[src/rtl/lut_table_pkg.sv]
// Shared definitions for the lut_table block.
//  - lut_op_e : write opcodes carried on wr_op
package lut_table_pkg;

  typedef enum logic [1:0] {
    LUT_OP_INS = 2'b00,  // insert, or update the data of a present key
    LUT_OP_DEL = 2'b01,  // delete one key
    LUT_OP_CLR = 2'b10,  // invalidate and zero every entry
    LUT_OP_RSV = 2'b11   // reserved, treated as a no-op
  } lut_op_e;

endpackage

[src/rtl/lut_free_finder.sv]
// Combinational priority encoder that finds the lowest-index free table entry.
//  vld       in  N  per-entry valid mask
//  free_oh   out N  one-hot lowest-index entry with vld=0 (all zero when full)
//  any_free  out 1  at least one entry is free
module lut_free_finder #(
  parameter int N = 2
) (
  input  logic [N-1:0] vld,
  output logic [N-1:0] free_oh,
  output logic         any_free
);

  // Adding one ripples through the trailing ones and sets the lowest zero;
  // masking with ~vld keeps just that bit. A full mask wraps to zero.
  assign free_oh  = ~vld & (vld + N'(1));
  assign any_free = ~&vld;

endmodule

[src/rtl/lut_table.sv]
// Writable key/data table producing the flat {key,data} LUT bus for the
// downstream decoder, plus a one-stage registered lookup port.
//  clk, rst_n                 clock, asynchronous active-low reset
//  wr_valid/wr_ready/wr_op    write request (insert/update, delete, clear all)
//  wr_key/wr_data             write operands
//  wr_err                     one-cycle pulse: insert rejected, table full
//  lk_valid/lk_ready          lookup request handshake
//  lk_key/lk_def              lookup key and data returned on a miss
//  rsp_valid/rsp_ready        lookup response handshake
//  rsp_hit/rsp_data           response contents
//  lut/lut_vld                flat table and per-entry valid mask
//  count/full                 number of valid entries, table full flag
module lut_table
  import lut_table_pkg::*;
#(
  parameter int NR_KEY     = 2,
  parameter int KEY_WIDTH  = 1,
  parameter int DATA_WIDTH = 1
) (
  input  logic                                       clk,
  input  logic                                       rst_n,
  input  logic                                       wr_valid,
  output logic                                       wr_ready,
  input  logic [1:0]                                 wr_op,
  input  logic [KEY_WIDTH-1:0]                       wr_key,
  input  logic [DATA_WIDTH-1:0]                      wr_data,
  output logic                                       wr_err,
  input  logic                                       lk_valid,
  output logic                                       lk_ready,
  input  logic [KEY_WIDTH-1:0]                       lk_key,
  input  logic [DATA_WIDTH-1:0]                      lk_def,
  output logic                                       rsp_valid,
  input  logic                                       rsp_ready,
  output logic                                       rsp_hit,
  output logic [DATA_WIDTH-1:0]                      rsp_data,
  output logic [NR_KEY*(KEY_WIDTH+DATA_WIDTH)-1:0]   lut,
  output logic [NR_KEY-1:0]                          lut_vld,
  output logic [$clog2(NR_KEY+1)-1:0]                count,
  output logic                                       full
);

  localparam int P  = KEY_WIDTH + DATA_WIDTH;
  localparam int CW = $clog2(NR_KEY+1);

  logic                  vld_reg  [NR_KEY];
  logic [KEY_WIDTH-1:0]  key_reg  [NR_KEY];
  logic [DATA_WIDTH-1:0] data_reg [NR_KEY];

  logic [NR_KEY-1:0]     wr_match;
  logic [NR_KEY-1:0]     lk_match;
  logic [NR_KEY-1:0]     free_oh;
  logic                  any_free;

  logic                  wr_fire;
  logic                  op_ins;
  logic                  op_del;
  logic                  op_clr;
  logic                  wr_hit;
  logic                  lk_fire;

  logic                  wr_err_reg;
  logic                  rsp_valid_reg;
  logic                  rsp_hit_reg;
  logic [DATA_WIDTH-1:0] rsp_data_reg;

  logic [CW-1:0]         count_next;
  logic [DATA_WIDTH-1:0] lk_data_or;

  assign wr_ready = 1'b1;
  assign wr_fire  = wr_valid & wr_ready;
  assign op_ins   = (wr_op == LUT_OP_INS);
  assign op_del   = (wr_op == LUT_OP_DEL);
  assign op_clr   = (wr_op == LUT_OP_CLR);
  assign wr_hit   = |wr_match;

  lut_free_finder #(.N(NR_KEY)) u_free_finder (
    .vld      (lut_vld),
    .free_oh  (free_oh),
    .any_free (any_free)
  );

  genvar gi;
  generate
    for (gi = 0; gi < NR_KEY; gi++) begin : g_entry
      assign wr_match[gi] = vld_reg[gi] && (key_reg[gi] == wr_key);
      assign lk_match[gi] = vld_reg[gi] && (key_reg[gi] == lk_key);
      assign lut_vld[gi]  = vld_reg[gi];
      // Storage is already zero when invalid; gating keeps the bus clean
      // regardless.
      assign lut[P*(gi+1)-1:P*gi] = vld_reg[gi] ? {key_reg[gi], data_reg[gi]} : '0;

      always_ff @(posedge clk or negedge rst_n) begin
        if (!rst_n) begin
          vld_reg[gi]  <= 1'b0;
          key_reg[gi]  <= '0;
          data_reg[gi] <= '0;
        end else if (wr_fire) begin
          if (op_clr || (op_del && wr_match[gi])) begin
            vld_reg[gi]  <= 1'b0;
            key_reg[gi]  <= '0;
            data_reg[gi] <= '0;
          end else if (op_ins && wr_match[gi]) begin
            data_reg[gi] <= wr_data;
          end else if (op_ins && !wr_hit && free_oh[gi]) begin
            vld_reg[gi]  <= 1'b1;
            key_reg[gi]  <= wr_key;
            data_reg[gi] <= wr_data;
          end
        end
      end
    end
  endgenerate

  always_comb begin
    count_next = '0;
    lk_data_or = '0;
    for (int i = 0; i < NR_KEY; i++) begin
      count_next = count_next + CW'(vld_reg[i]);
      if (lk_match[i]) lk_data_or = lk_data_or | data_reg[i];
    end
  end

  assign count = count_next;
  assign full  = (count_next == CW'(NR_KEY));

  always_ff @(posedge clk or negedge rst_n) begin
    if (!rst_n) wr_err_reg <= 1'b0;
    else        wr_err_reg <= wr_fire && op_ins && !wr_hit && !any_free;
  end
  assign wr_err = wr_err_reg;

  // Lookup stage reads the table before any same-edge write lands.
  assign lk_ready = !rsp_valid_reg || rsp_ready;
  assign lk_fire  = lk_valid && lk_ready;

  always_ff @(posedge clk or negedge rst_n) begin
    if (!rst_n) begin
      rsp_valid_reg <= 1'b0;
      rsp_hit_reg   <= 1'b0;
      rsp_data_reg  <= '0;
    end else if (lk_fire) begin
      rsp_valid_reg <= 1'b1;
      rsp_hit_reg   <= |lk_match;
      rsp_data_reg  <= (|lk_match) ? lk_data_or : lk_def;
    end else if (rsp_ready) begin
      rsp_valid_reg <= 1'b0;
    end
  end

  assign rsp_valid = rsp_valid_reg;
  assign rsp_hit   = rsp_hit_reg;
  assign rsp_data  = rsp_data_reg;

endmodule

[config.mk]
export PLATFORM = sky130hd
export DESIGN_NAME = lut_table
export DESIGN_NICKNAME = d
export VERILOG_FILES = /design/src/rtl/lut_table_pkg.sv /design/src/rtl/lut_free_finder.sv /design/src/rtl/lut_table.sv
export SDC_FILE = /design/constraint.sdc
export NUM_CORES = 1
export LEC_CHECK = 0
export BUFFER_PORTS_ARGS = -buffer_cell sky130_fd_sc_hd__buf_2
export CAP_MARGIN = 10
export CELL_PAD_IN_SITES_DETAIL_PLACEMENT = 0
export CELL_PAD_IN_SITES_GLOBAL_PLACEMENT = 1
export CORE_ASPECT_RATIO = 1.2
export CORE_MARGIN = 2
export CORE_UTILIZATION = 39
export CTS_BUF_LIST = sky130_fd_sc_hd__clkbuf_4
export DETAILED_ROUTE_END_ITERATION = 8
export HOLD_SLACK_MARGIN = 0.12
export MAX_ROUTING_LAYER = met4
export PLACE_DENSITY_LB_ADDON = 0.1
export SLEW_MARGIN = 30
export SYNTH_ARGS = -nofsm -noshare
export SYNTH_HDL_FRONTEND = slang
export SYNTH_SLANG_ARGS = --single-unit
[constraint.sdc]
create_clock -name clk -period 3.69 [get_ports clk]
set_input_delay 0.5535 -clock clk [delete_from_list [all_inputs] [get_ports clk]]
set_output_delay 0.5535 -clock clk [all_outputs]
set_load 0.02 [all_outputs]
==> results.txt <==
Gates resized during post-CTS repair numbered 0. The setup violation total in the final timing report is 0. The worst supply voltage drop on vdd came out at 0.265 mV. Hold timing on the final database bottoms out at a slack of 0.145 ns.

The worst setup path is launched from a register. The final design instance area without fill is approximately 850 sq um. The number of sinks driven by the clock tree came out at 10. The die is 43.2 um wide. The count of unresolved DRC violations after routing came out at 0.

The number of placed instances, taps included, is 121. Leaving out fill and tap cells, the most frequent cell in the layout is sky130_fd_sc_hd__buf_2. Wires add up to 1.68 mm.

After synthesis, the largest family of logic cells by area is compound AO/OA/AOI/OAI gates. The cell sitting at the root of the clock tree is a sky130_fd_sc_hd__clkbuf_4. The core area is 1790 sq um. In this run the power spent charging and discharging nets is roughly 210 uW.

The max-cap check violation count came out at 0. Of the total power, the share spent switching nets is around 45%. The initial antenna violation count is 0. At the end of the flow, the number of nets in the layout was 120.

The combinational fraction of design power is 46.7%. The total nets after synthesis came out at 97. The final hold violation count was 0.

The average cell area after synthesis came out at approximately 8.6 sq um. The flop and latch count out of synthesis came out at 10. The total vias in the final route came out at roughly 690.

The adder-cell share of the synthesized area is 3.48%. The part of the power in registers came out at 38.5%. The count of nets left with antenna violations once routing finished came out at 0.

The total I/O pin count is 26. The largest total area in the synthesized netlist belongs to sky130_fd_sc_hd__dfrtp_1. Power spread over the standard cell area amounts to 563 nW/um^2. For this design the static power due to leakage is 0.428 nW.

The peak per-stage delay on the critical path is 0.68 ns. The part of the total power dissipated in the clock network came out at 14.8%. The arrival time at the worst endpoint came out at 1.45 ns. The initial core utilization is 40.3%. In this run the number of H-tree levels came out at 1.

The first detailed-routing pass took 4 iterations. The number of standard cells in the layout, taps in and fillers out is 124. The wire length of the first global-routing pass is ~2.7 mm.

The number of buffers inserted during clock tree synthesis is 3. The signal on the critical path passes through ha_1 -> inv_1 -> buf_2. STA classifies the critical path endpoint as a primary output. Timing analysis after detailed placement gives a worst setup slack of 1.91 ns. The yosys synthesis warning count is 0. The global-route usage over all layers is 17.3%. After layout, the worst path uses 54.3% of the clock period. The total negative setup slack came out at 0 ns. Once detailed placement completed, the half-perimeter wirelength came to 1.33 mm. After synthesis the cells add up to 719 sq um.

The run finished with clean final reports. The worst hold path belongs to the class in2async. TritonCTS built the clock tree.

The fraction of the mapped netlist area in compound gates came out at a little over a fifth. The worst clock skew is 0.00488 ns. The maximum clock rate came out at roughly 500 MHz. The post-synthesis instance total came out at 84. In this run the tightest slew margin relative to its limit is 64.2%.

The initialized floorplan defines 17 standard-cell rows. The synthesis-to-finish area growth is 18.3%. The critical path is of the reg2out type.

The path depth of the worst reg2reg path is 5. Summing the areas of all and, or, nand and nor instances in the mapped netlist gives 21.6% of the synthesized area. The maximum clock insertion buffer count came out at 2.

The die is 51.1 um tall. The total placed instance area is 828 sq um. The peak fanout along the critical path came out at 16. The required time of the worst setup path is 3.14 ns. The internal cell power came out at 265 uW. The proportion of synthesized area in mux cells is 4.35%. The worst path setup slack after routing is 1.69 ns. In the final routed layout, each cell accounts on average for 13.5 um. The number of input and output port buffers inserted came out at 24. In the synthesized netlist the dominant register cell turns out to be sky130_fd_sc_hd__dfrtp_1.

The die area came out at 2210 sq um. The insertion delay of the later-clocked pin in the worst-skew pair is roughly 0.26 ns. The hold buffer count at cts came out at 0. Setup repair after global routing left no endpoint under its margin.

The clock transition time at the flip-flop clock pins of the worst setup and hold paths came out at around 0.06 ns. The global placement routability congestion is 0.837. The overall power consumption is 479 uW. The cell with the biggest individual delay on the critical path is sky130_fd_sc_hd__dfrtp_1. For this block, the initial DRC count from the detailed router was 9.

The utilization after layout came out at 47.6%. The number of antenna cells inserted is 0. The count of flip-flops with a built-in enable after synthesis is 0. The fraction of synthesis flops using an asynchronous set or reset pin came out at 100%.

Post-CTS timing repair inserted 0 buffers for setup. The leftover overflow at the end of global routing came out at 0. The share of the synthesized area in the top cell type came out at 34.8%. For the finished layout, the period the worst path requires is 2.00 ns. By area the synthesized netlist is led by sky130_fd_sc_hd__dfrtp_1 35%, sky130_fd_sc_hd__nand2_1 5.2%, sky130_fd_sc_hd__o21ai_0 4.2%. The ratio of cells with drive above 1 in the final layout is 28.6%. The via count normalized by instance count is between 5 and 6. The count of pins over their slew limit is 0. The pin count of the biggest net entering global routing came out at 17. The number of global-route vias before repair is 652. Summing the areas of all xor and xnor instances in the mapped netlist gives 5.91% of the synthesized area.

Counting distinct cell types in the post-synthesis netlist gives 36. The slew of the pin with the lowest slew margin came out at 0.536 ns. In the layout the commonest cells are 24 x sky130_fd_sc_hd__buf_2, 10 x sky130_fd_sc_hd__nand2_1, 10 x sky130_fd_sc_hd__dfrtp_1. Sequential elements use 34.8% of the synthesized area.
[cells in the mapped netlist (2+ instances only)]
master / instances
sky130_fd_sc_hd__ha_1: 2
sky130_fd_sc_hd__nand3_1: 2
sky130_fd_sc_hd__a31oi_1: 3
sky130_fd_sc_hd__inv_1: 5
sky130_fd_sc_hd__nand2_1: 10
sky130_fd_sc_hd__dfrtp_1: 10
sky130_fd_sc_hd__buf_4: 3
sky130_fd_sc_hd__and2_1: 3
sky130_fd_sc_hd__clkbuf_1: 2
sky130_fd_sc_hd__mux2i_1: 2
sky130_fd_sc_hd__o21ai_0: 6
sky130_fd_sc_hd__nand2b_1: 3
sky130_fd_sc_hd__xnor2_1: 3
sky130_fd_sc_hd__nor2b_1: 2
sky130_fd_sc_hd__nor3_1: 3
sky130_fd_sc_hd__a21oi_1: 5
[power groups by stage]
stage	registers (mW)	logic, mW	clock network [mW]
2_1_floorplan	0.184	0.161	0
3_3_place_gp	0.185	0.224	0
3_5_place_dp	0.188	0.226	0
4_1_cts	0.186	0.227	0.0748
5_1_grt	0.193	0.248	0.0783
6_report	0.184	0.224	0.0710
[critical path, delay by kind of cell (launching register included)]
kind | cells | cell delay (ns)
flops | 1 | 0.68
fa+ha+maj | 1 | 0.32
buf+inv | 2 | 0.20
[logic make-up (layout without fill, tap and decap cells)]
kind of cell	Yosys count	count (layout)
AND/OR/NAND/NOR	29	29
AO/OA/AOI/OAI	24	24
buffers and inverters	11	32
flip-flops	10	10
XOR/XNOR	4	4
multiplexers	3	3
adder cells (fa/ha/maj)	2	2
other	1	1
[layer usage]
metal  track usage, %  vias to the layer above  wire length (um)
li1                 -                      337                 -
met1             16.7                      323               687
met2             30.1                       23               860
met3             2.12                        2               103
met4             14.1                        0                27
met5                -                        -                 0
[worst paths after layout]
kind                                    end  startpoint  slack [ns]
worst max-delay path               count[0]  lut_vld[0]        1.69
worst min-delay path             key_reg[0]       rst_n        0.14
worst max register to register  data_reg[0]  lut_vld[0]        2.03
worst min register to register      rsp_hit     rsp_hit        0.47
max in group asynchronous        lut_vld[1]       rst_n        3.35
min in group clk                    rsp_hit     rsp_hit        0.47
[cell type report]
cell class / instances / area (sq um)
inverter: 5 / 18.8
multi-input combinational: 63 / 415
fill: 190 / 936
tap: 19 / 23.8
timing repair buffer: 24 / 120
clock buffer: 3 / 22.5
sequential: 10 / 250
Note: power is estimated with default switching activity, not from simulation.
